[config.mk]
export PLATFORM = sky130hd
export DESIGN_NAME = if_fetch_stage
export DESIGN_NICKNAME = d
export VERILOG_FILES = /design/src/rtl/if_fetch_stage.sv
export SDC_FILE = /design/constraint.sdc
export NUM_CORES = 1
export LEC_CHECK = 0
export CAP_MARGIN = 40
export CORE_UTILIZATION = 51
export DETAILED_ROUTE_END_ITERATION = 8
export PLACE_DENSITY_LB_ADDON = 0.12
export RECOVER_POWER = 25
export SETUP_SLACK_MARGIN = 0.05
export SYNTH_ARGS = -nofsm -noshare
export SYNTH_HDL_FRONTEND = slang
export SYNTH_SLANG_ARGS = --single-unit
export TNS_END_PERCENT = 100
[constraint.sdc]
create_clock -name clk -period 4.9 [get_ports clk]
set_input_delay 0.98 -clock clk [delete_from_list [all_inputs] [get_ports clk]]
set_output_delay 0.98 -clock clk [all_outputs]
set_load 0.005 [all_outputs]
[src/rtl/if_fetch_stage.sv]
// Instruction-fetch stage: owns the PC, keeps one word fetch in flight, buffers returned
// instructions and hands {instr, pc} to decode. Redirects flush the buffer and drop a stale response.
module if_fetch_stage #(
    parameter logic [31:0] RESET_PC  = 32'h0000_0000,
    parameter int          DEPTH     = 2,
    parameter logic [31:0] NOP_INSTR = 32'h0000_0013
) (
    input  logic        clk,
    input  logic        rst_n,
    output logic        imem_req_valid,
    input  logic        imem_req_ready,
    output logic [31:0] imem_addr,
    input  logic        imem_rsp_valid,
    input  logic [31:0] imem_rsp_data,
    input  logic        redirect_valid,
    input  logic [31:0] redirect_pc,
    output logic        id_valid,
    input  logic        id_ready,
    output logic [31:0] id_instr,
    output logic [31:0] id_pc,
    output logic [1:0]  fetch_state
);

    localparam int PTR_W = $clog2(DEPTH);
    localparam int CNT_W = PTR_W + 1;

    typedef enum logic [1:0] {
        S_IDLE = 2'd0,
        S_WAIT = 2'd1,
        S_DROP = 2'd2
    } state_t;

    state_t            state;
    logic [31:0]       pc;
    logic [31:0]       req_pc;
    logic [31:0]       redirect_target;
    logic [31:0]       buf_instr [DEPTH];
    logic [31:0]       buf_pc    [DEPTH];
    logic [PTR_W-1:0]  wr_ptr;
    logic [PTR_W-1:0]  rd_ptr;
    logic [CNT_W-1:0]  count;
    logic [CNT_W-1:0]  count_next_cap;
    logic              rsp_live;
    logic              push;
    logic              pop;
    logic              req_fire;

    // Handshakes: a transfer happens on a rising edge where valid && ready are both high;
    // the responder may not withdraw ready mid-cycle, and the fetch stage holds
    // imem_req_valid/imem_addr stable until accepted unless a redirect or response drops it.
    assign redirect_target = redirect_pc & ~32'd3;
    assign rsp_live        = (state != S_IDLE) && imem_rsp_valid;
    assign push            = (state == S_WAIT) && imem_rsp_valid && !redirect_valid;
    assign id_valid        = (count != '0) && !redirect_valid;
    assign pop             = id_valid && id_ready;
    assign count_next_cap  = count + CNT_W'(push) - CNT_W'(pop);

    // A new request is issued only when its eventual response is guaranteed a free slot.
    assign imem_req_valid = rst_n && !redirect_valid
                          && ((state == S_IDLE) || rsp_live)
                          && (count_next_cap < CNT_W'(DEPTH));
    assign req_fire       = imem_req_valid && imem_req_ready;
    assign imem_addr      = pc;

    assign id_instr    = (count != '0) ? buf_instr[rd_ptr] : NOP_INSTR;
    assign id_pc       = (count != '0) ? buf_pc[rd_ptr]    : 32'h0;
    assign fetch_state = state;

    always_ff @(posedge clk or negedge rst_n) begin
        if (!rst_n) begin
            state  <= S_IDLE;
            pc     <= RESET_PC;
            req_pc <= RESET_PC;
        end else if (redirect_valid) begin
            pc <= redirect_target;
            if (rsp_live) begin
                state <= S_IDLE;
            end else if (state == S_WAIT) begin
                state <= S_DROP;
            end
        end else if (req_fire) begin
            pc     <= pc + 32'd4;
            req_pc <= pc;
            state  <= S_WAIT;
        end else if (rsp_live) begin
            state <= S_IDLE;
        end
    end

    always_ff @(posedge clk or negedge rst_n) begin
        if (!rst_n) begin
            count  <= '0;
            wr_ptr <= '0;
            rd_ptr <= '0;
        end else if (redirect_valid) begin
            count  <= '0;
            wr_ptr <= '0;
            rd_ptr <= '0;
        end else begin
            count <= count_next_cap;
            if (push) wr_ptr <= wr_ptr + PTR_W'(1);
            if (pop)  rd_ptr <= rd_ptr + PTR_W'(1);
        end
    end

    // Storage needs no reset: count gates every read of it.
    always_ff @(posedge clk) begin
        if (push) begin
            buf_instr[wr_ptr] <= imem_rsp_data;
            buf_pc[wr_ptr]    <= req_pc;
        end
    end

`ifndef SYNTHESIS
    rsp_in_idle: assert property (@(posedge clk) disable iff (!rst_n)
        !(imem_rsp_valid && state == S_IDLE));
    push_when_full: assert property (@(posedge clk) disable iff (!rst_n)
        !(push && count == CNT_W'(DEPTH)));
`endif

endmodule
After elaboration in Yosys (flattened, before gate mapping)
Memories as Yosys holds them, arrays and structs flattened.
Index checks and enable logic that the tools add are counted.
Word-level totals
  register bits: 70
  RAM bits: 128
  bits of input ports: 70
  output and inout port bits: 100
  logic and storage cells: 53
  memories kept: 2
Memory list
  buf_instr: depth 2, bits a word 32, read ports 1, clocked after Yosys merged registers in 0, write ports 1, RTL line 37  | logic [31:0] buf_instr [DEPTH];
  buf_pc: depth 2, bits a word 32, read ports 1, clocked after Yosys merged registers in 0, write ports 1, RTL line 38  | logic [31:0] buf_pc [DEPTH];
Cells by class
  add/subtract/negate cells: 5
  order comparisons: 1
  equal/unequal tests: 2
  muxes and demuxes: 16
  bitwise operators: 1
  reduce and logical (&&, ||, !) cells: 20
Operators by type and width (count)
  2-to-1 mux 32 bit: 4
  adder 32 x 3 -> 32 bit (second input constant): 1
  2-to-1 mux 2 bit: 6
  nonzero test 2 bit: 5
  logical AND 1 bit: 9
  2-to-1 mux 1 bit: 6
  AND reduction 2 bit: 2
  != test 3 x 1 -> 1 bit (second input constant): 1
  nonzero test 3 bit: 1
  adder 1 bit (second input constant): 2
  adder 2 x 1 -> 2 bit: 1
  equality test 2 x 1 -> 1 bit (second input constant): 1
  zero test 2 bit: 1
  < comparator 2 bit (second input constant): 1
  subtractor 2 x 1 -> 2 bit: 1
  zero test 1 bit: 1
  logical OR 1 bit: 1
  NOT 1 bit: 1

Logic depth before layout (Yosys ltp)
  depth in word-level cells: 10
  depth in mapped cells: 12
  gate-level depth less buffers: 11

Worst setup path after synthesis
Ideal clock, no wire load.
  path type: input -> register
  from: input redirect_valid
  to: memory buf_instr[0][0], enable pin
  library setup time: 482 ps
  data arrival time: 3950 ps
  data required time: 4418 ps
  path slack: 468 ps
  stages on the path: 4
  path buffers: 1
  path through: buf_2 -> inv_2 -> nand2b_1 -> nor2_1
Between the ends
  word-level cells in the longest chain between the ends: 4
Ends and longest elaborated chain
  start, declared: RTL line 15  | input logic redirect_valid,
  zero test 1 bit: RTL line 53  | assign push = (state == S_WAIT) && imem_rsp_valid && !redirect_valid;
  logical AND 1 bit: RTL line 53
  2-to-1 mux 1 bit: RTL line 108  | if (push) begin
  2-to-1 mux 1 bit (implied by the code): RTL line 109  | buf_instr[wr_ptr] <= imem_rsp_data;
  end, declared: RTL line 37
Every way passes these cells.

Worst setup path in the final report
  from: input imem_rsp_valid
  to: output imem_req_valid
Between the ends
  word-level cells in the longest chain between the ends: 6
  elaborated cells between the ends (all ways): 9
  those cells by class: 2 x add/sub; 1 x order compare; 6 x reduce/logical
Ends and longest elaborated chain
  start, declared: RTL line 13  | input logic imem_rsp_valid,
  logical AND 1 bit (2 in a row): RTL line 53
  adder 2 x 1 -> 2 bit: RTL line 56  | assign count_next_cap = count + CNT_W'(push) - CNT_W'(pop);
  subtractor 2 x 1 -> 2 bit: RTL line 56
  < comparator 2 bit: RTL line 61  | && (count_next_cap < CNT_W'(DEPTH));
  logical AND 1 bit *: RTL line 61
  end, declared: RTL line 10  | output logic imem_req_valid,
Every way passes the cells marked *; elsewhere a longest branch is shown, timed or not.

==> results.sh <==
export IMPL_ctsResizeCount=0
export IMPL_skew_ns=0.006503
export IMPL_vias=5469
export IMPL_fin_crit_ns=4.565
export IMPL_drive_above_1_share_pct=7.389
export IMPL_grt_max_degree=60
export IMPL_place_gp_congestion=0.8084
export IMPL_vias_per_cell=5.346
export IMPL_drv_cap=1
export IMPL_ios=170
export IMPL_powerDensity_nw_per_um2=359.9
export IMPL_coreArea_um2=15260
export IMPL_min_path_type="reg2reg"
export IMPL_rrSetupSlack_ns=2.00
export IMPL_crit_slowest_cell="clkdlybuf4s50_1"
export IMPL_synthCells=644
export IMPL_final_core_util_pct=68.65
export IMPL_holdWs_ns=0.4731
export IMPL_cp_required_ns=3.92
export IMPL_clkSinkCount=190
export IMPL_max_stage_delay_ns=0.55
export IMPL_cts_reportedPaths_clkPinSlew_ns=0.06
export IMPL_finalPower_mw=3.770
export IMPL_critPathLaunchType="input port"
export IMPL_n_antenna_cell=0
export IMPL_violations="capacitance limit, slew limit"
export IMPL_critPathTopFamily="buffers and inverters"
export IMPL_dieArea_um2=16190
export IMPL_ant_nets=0
export IMPL_layout_nets=872
export IMPL_num_fill_cells=1124
export IMPL_synthFlopType="edfxtp_1"
export IMPL_finalCritPeriodShare_pct=93.17
export IMPL_area_growth_pct=30.98
export IMPL_tns_ns=0
export IMPL_antenna_found_initial=0
export IMPL_leakagePower_nw=3.801
export IMPL_drtPass1Iterations=5
export IMPL_ys_types=47
export IMPL_die_h_um=127.2
export IMPL_wl_um=17240
export IMPL_post_cts_buffers=0
export IMPL_syn_mean_instance_area_um2=12.42
export IMPL_slew_headroom_pct=-14.66
export IMPL_post_place_cells=991
export IMPL_crit_fanout=5
export IMPL_synth_area_um2=7998
export IMPL_numCtsBuffers=17
export IMPL_tightest_slew_ns=1.720
export IMPL_cts_hold_fix_buffers=0
export IMPL_dpl_hpwl_um=11290
export IMPL_drt_initial_drc_count=360
export IMPL_path_buf_inv=3
export IMPL_fin_cells=1023
export IMPL_arrival_ns=3.59
export IMPL_ys_ff_latch=190
export IMPL_setup_viol=0
export IMPL_synth_edf_count=124
export IMPL_cts_root_buf="clkbuf_16"
export IMPL_rsz0062_at_grt="no"
export IMPL_synthArstFlopShare_pct=34.74
export IMPL_worstSkewPairLatency_ns=0.42
export IMPL_grt_pass1_vias=5414
export IMPL_routedWlPerCell_um=16.85
export IMPL_crit_type="in2out"
export IMPL_port_buffers=163
export IMPL_seq_area_frac_synth_pct=67.21
export IMPL_fmax_mhz=219.1
export IMPL_status="finished, violations left"
export IMPL_rows=45
export IMPL_htree_levels=4
export IMPL_cts_buffer_depth=2
export IMPL_ir_worst_vdd_mv=0.2344
export IMPL_start_util_pct=52.41
export IMPL_end_kind="primary output"
export IMPL_maxSlewViolCount=31
export IMPL_path_cells="clkdlybuf4s50_1 -> nand3b_1 -> nand2b_1 -> ha_1 -> inv_1 -> ha_1 -> xnor3_2 -> and4_1 -> clkdlybuf4s50_1"
export IMPL_grt_total_usage_pct=22.33
export IMPL_cts_tree="yes"
export IMPL_grt_pass1_wl_um=27430
export IMPL_overflow=0
export IMPL_die_x_um=127.2
export IMPL_yosysWarnings=0
export IMPL_remaining_drc_errors=0
export IMPL_finalHoldViolations=0
## layout by cell type, fill, tap and decap left out, types with 2 or more instances in the layout
cell type        instances
o21ai_0                  6
inv_1                    9
and3_1                   4
mux2i_1                 63
nor3_1                   3
and4_1                   2
o21ai_1                 27
xor2_1                   6
buf_4                    4
o211ai_1                 9
dfrtp_1                 65
conb_1                   4
nand3_2                  3
nand2_1                123
buf_12                   4
o311ai_1                10
nand4_1                 12
clkbuf_16               20
clkinv_4                 2
a31oi_1                  6
ha_1                     3
xnor2_1                  2
dlygate4sd3_1           15
clkinvlp_4               2
nor4_2                   4
clkbuf_1                 3
inv_6                    2
nand3_1                 15
a21oi_1                  5
or3_1                    2
clkdlybuf4s50_1        146
clkinv_2                 2
nor2_1                  76
nor2_4                   5
edfxtp_1               124
## final timing paths
kind / start / end / depth (start not counted)
worst max-delay path: imem_rsp_valid / imem_req_valid / 9
min in group asynchronous: rst_n / req_pc[15] / 2
worst max register to register: fetch_state[1] / imem_addr[10] / 10
worst min register to register: req_pc[5] / buf_pc[1][5] / 0
worst min-delay path: req_pc[5] / buf_pc[1][5] / 0
max in group asynchronous: rst_n / req_pc[2] / 2
## logic make-up after synthesis
| family | after synthesis | synth area share (%) |
|---|---|---|
| adder cells (fa/ha/maj) | 3 | 0.4694 |
| buffers and inverters | 50 | 2.972 |
| multiplexers | 63 | 7.885 |
| XOR/XNOR | 9 | 1.173 |
| AO/OA/AOI/OAI | 69 | 5.460 |
| AND/OR/NAND/NOR | 259 | 14.78 |
| flip-flops | 190 | 67.21 |
| other | 1 | 0.04689 |
## cell usage after synthesis (2+ instances only)
| cell | n | area (um2) |
|---|---|---|
| nor3_1 | 3 | 15.01 |
| nor2_1 | 79 | 296.5 |
| edfxtp_1 | 124 | 3724 |
| nand4_1 | 12 | 75.07 |
| clkbuf_1 | 11 | 41.29 |
| nand2_1 | 123 | 461.7 |
| buf_4 | 6 | 45.04 |
| nand3_1 | 15 | 75.07 |
| and4_1 | 2 | 17.52 |
| xor2_1 | 6 | 52.55 |
| inv_1 | 9 | 33.78 |
| and3_1 | 4 | 25.02 |
| o21ai_1 | 27 | 135.1 |
| dfrtp_1 | 66 | 1652 |
| a31oi_1 | 6 | 37.54 |
| buf_2 | 22 | 110.1 |
| o21ai_0 | 6 | 30.03 |
| mux2i_1 | 63 | 630.6 |
| nor2_4 | 2 | 22.52 |
| a21oi_1 | 5 | 25.02 |
| xnor2_1 | 2 | 17.52 |
| or3_1 | 2 | 12.51 |
| o311ai_1 | 10 | 87.58 |
| ha_1 | 3 | 37.54 |
| o211ai_1 | 9 | 67.56 |
| nand3_2 | 3 | 30.03 |
| nor4_2 | 4 | 50.05 |
## flip-flops by register name, summed over array words and instances (netlist names)
name / cells
fetch_state: 2
buf_pc: 60
buf_instr: 64
rd_ptr: 1
count: 2
wr_ptr: 1
req_pc: 30
imem_addr: 30
## per-layer routing
layer / routed length [um] / vias to the layer above / global-route usage (%)
li1: - / 2604 / -
met1: 7386 / 2670 / 27.75
met2: 8735 / 182 / 38.56
met3: 953 / 13 / 5.444
met4: 159 / 0 / 7.213
met5: 0 / - / 0
## report_power, final
| part | internal [mW] | leakage (nW) | switching, mW |
|---|---|---|---|
| clock | 0.810 | 0.299 | 0.583 |
| sequential | 1.84 | 1.95 | 0.109 |
| combinational | 0.231 | 1.55 | 0.196 |
| total | 2.88 | 3.80 | 0.887 |
## per-stage QoR
step | area [um2] | setup slack, ns
3_5_place_dp | 9868 | 0.3589
3_3_place_gp | 9813 | 0.3797
6_report | 10480 | 0.3349
4_1_cts | 10480 | 0.3439
5_1_grt | 10480 | 0.2240
2_1_floorplan | 8009 | 0.4680
## area by class of cell
type	instances	area (um2)	area share (%)
Sequential cell	190	5379	51.35
Tap cell	211	264.0	2.520
Multi-Input combinational cell	407	2419	23.09
Clock inverter	10	96.34	0.9197
Timing Repair Buffer	173	1762	16.82
Inverter	10	37.54	0.3583
Clock buffer	22	518.0	4.945
No activity file was read; power rests on OpenSTA's default activity.
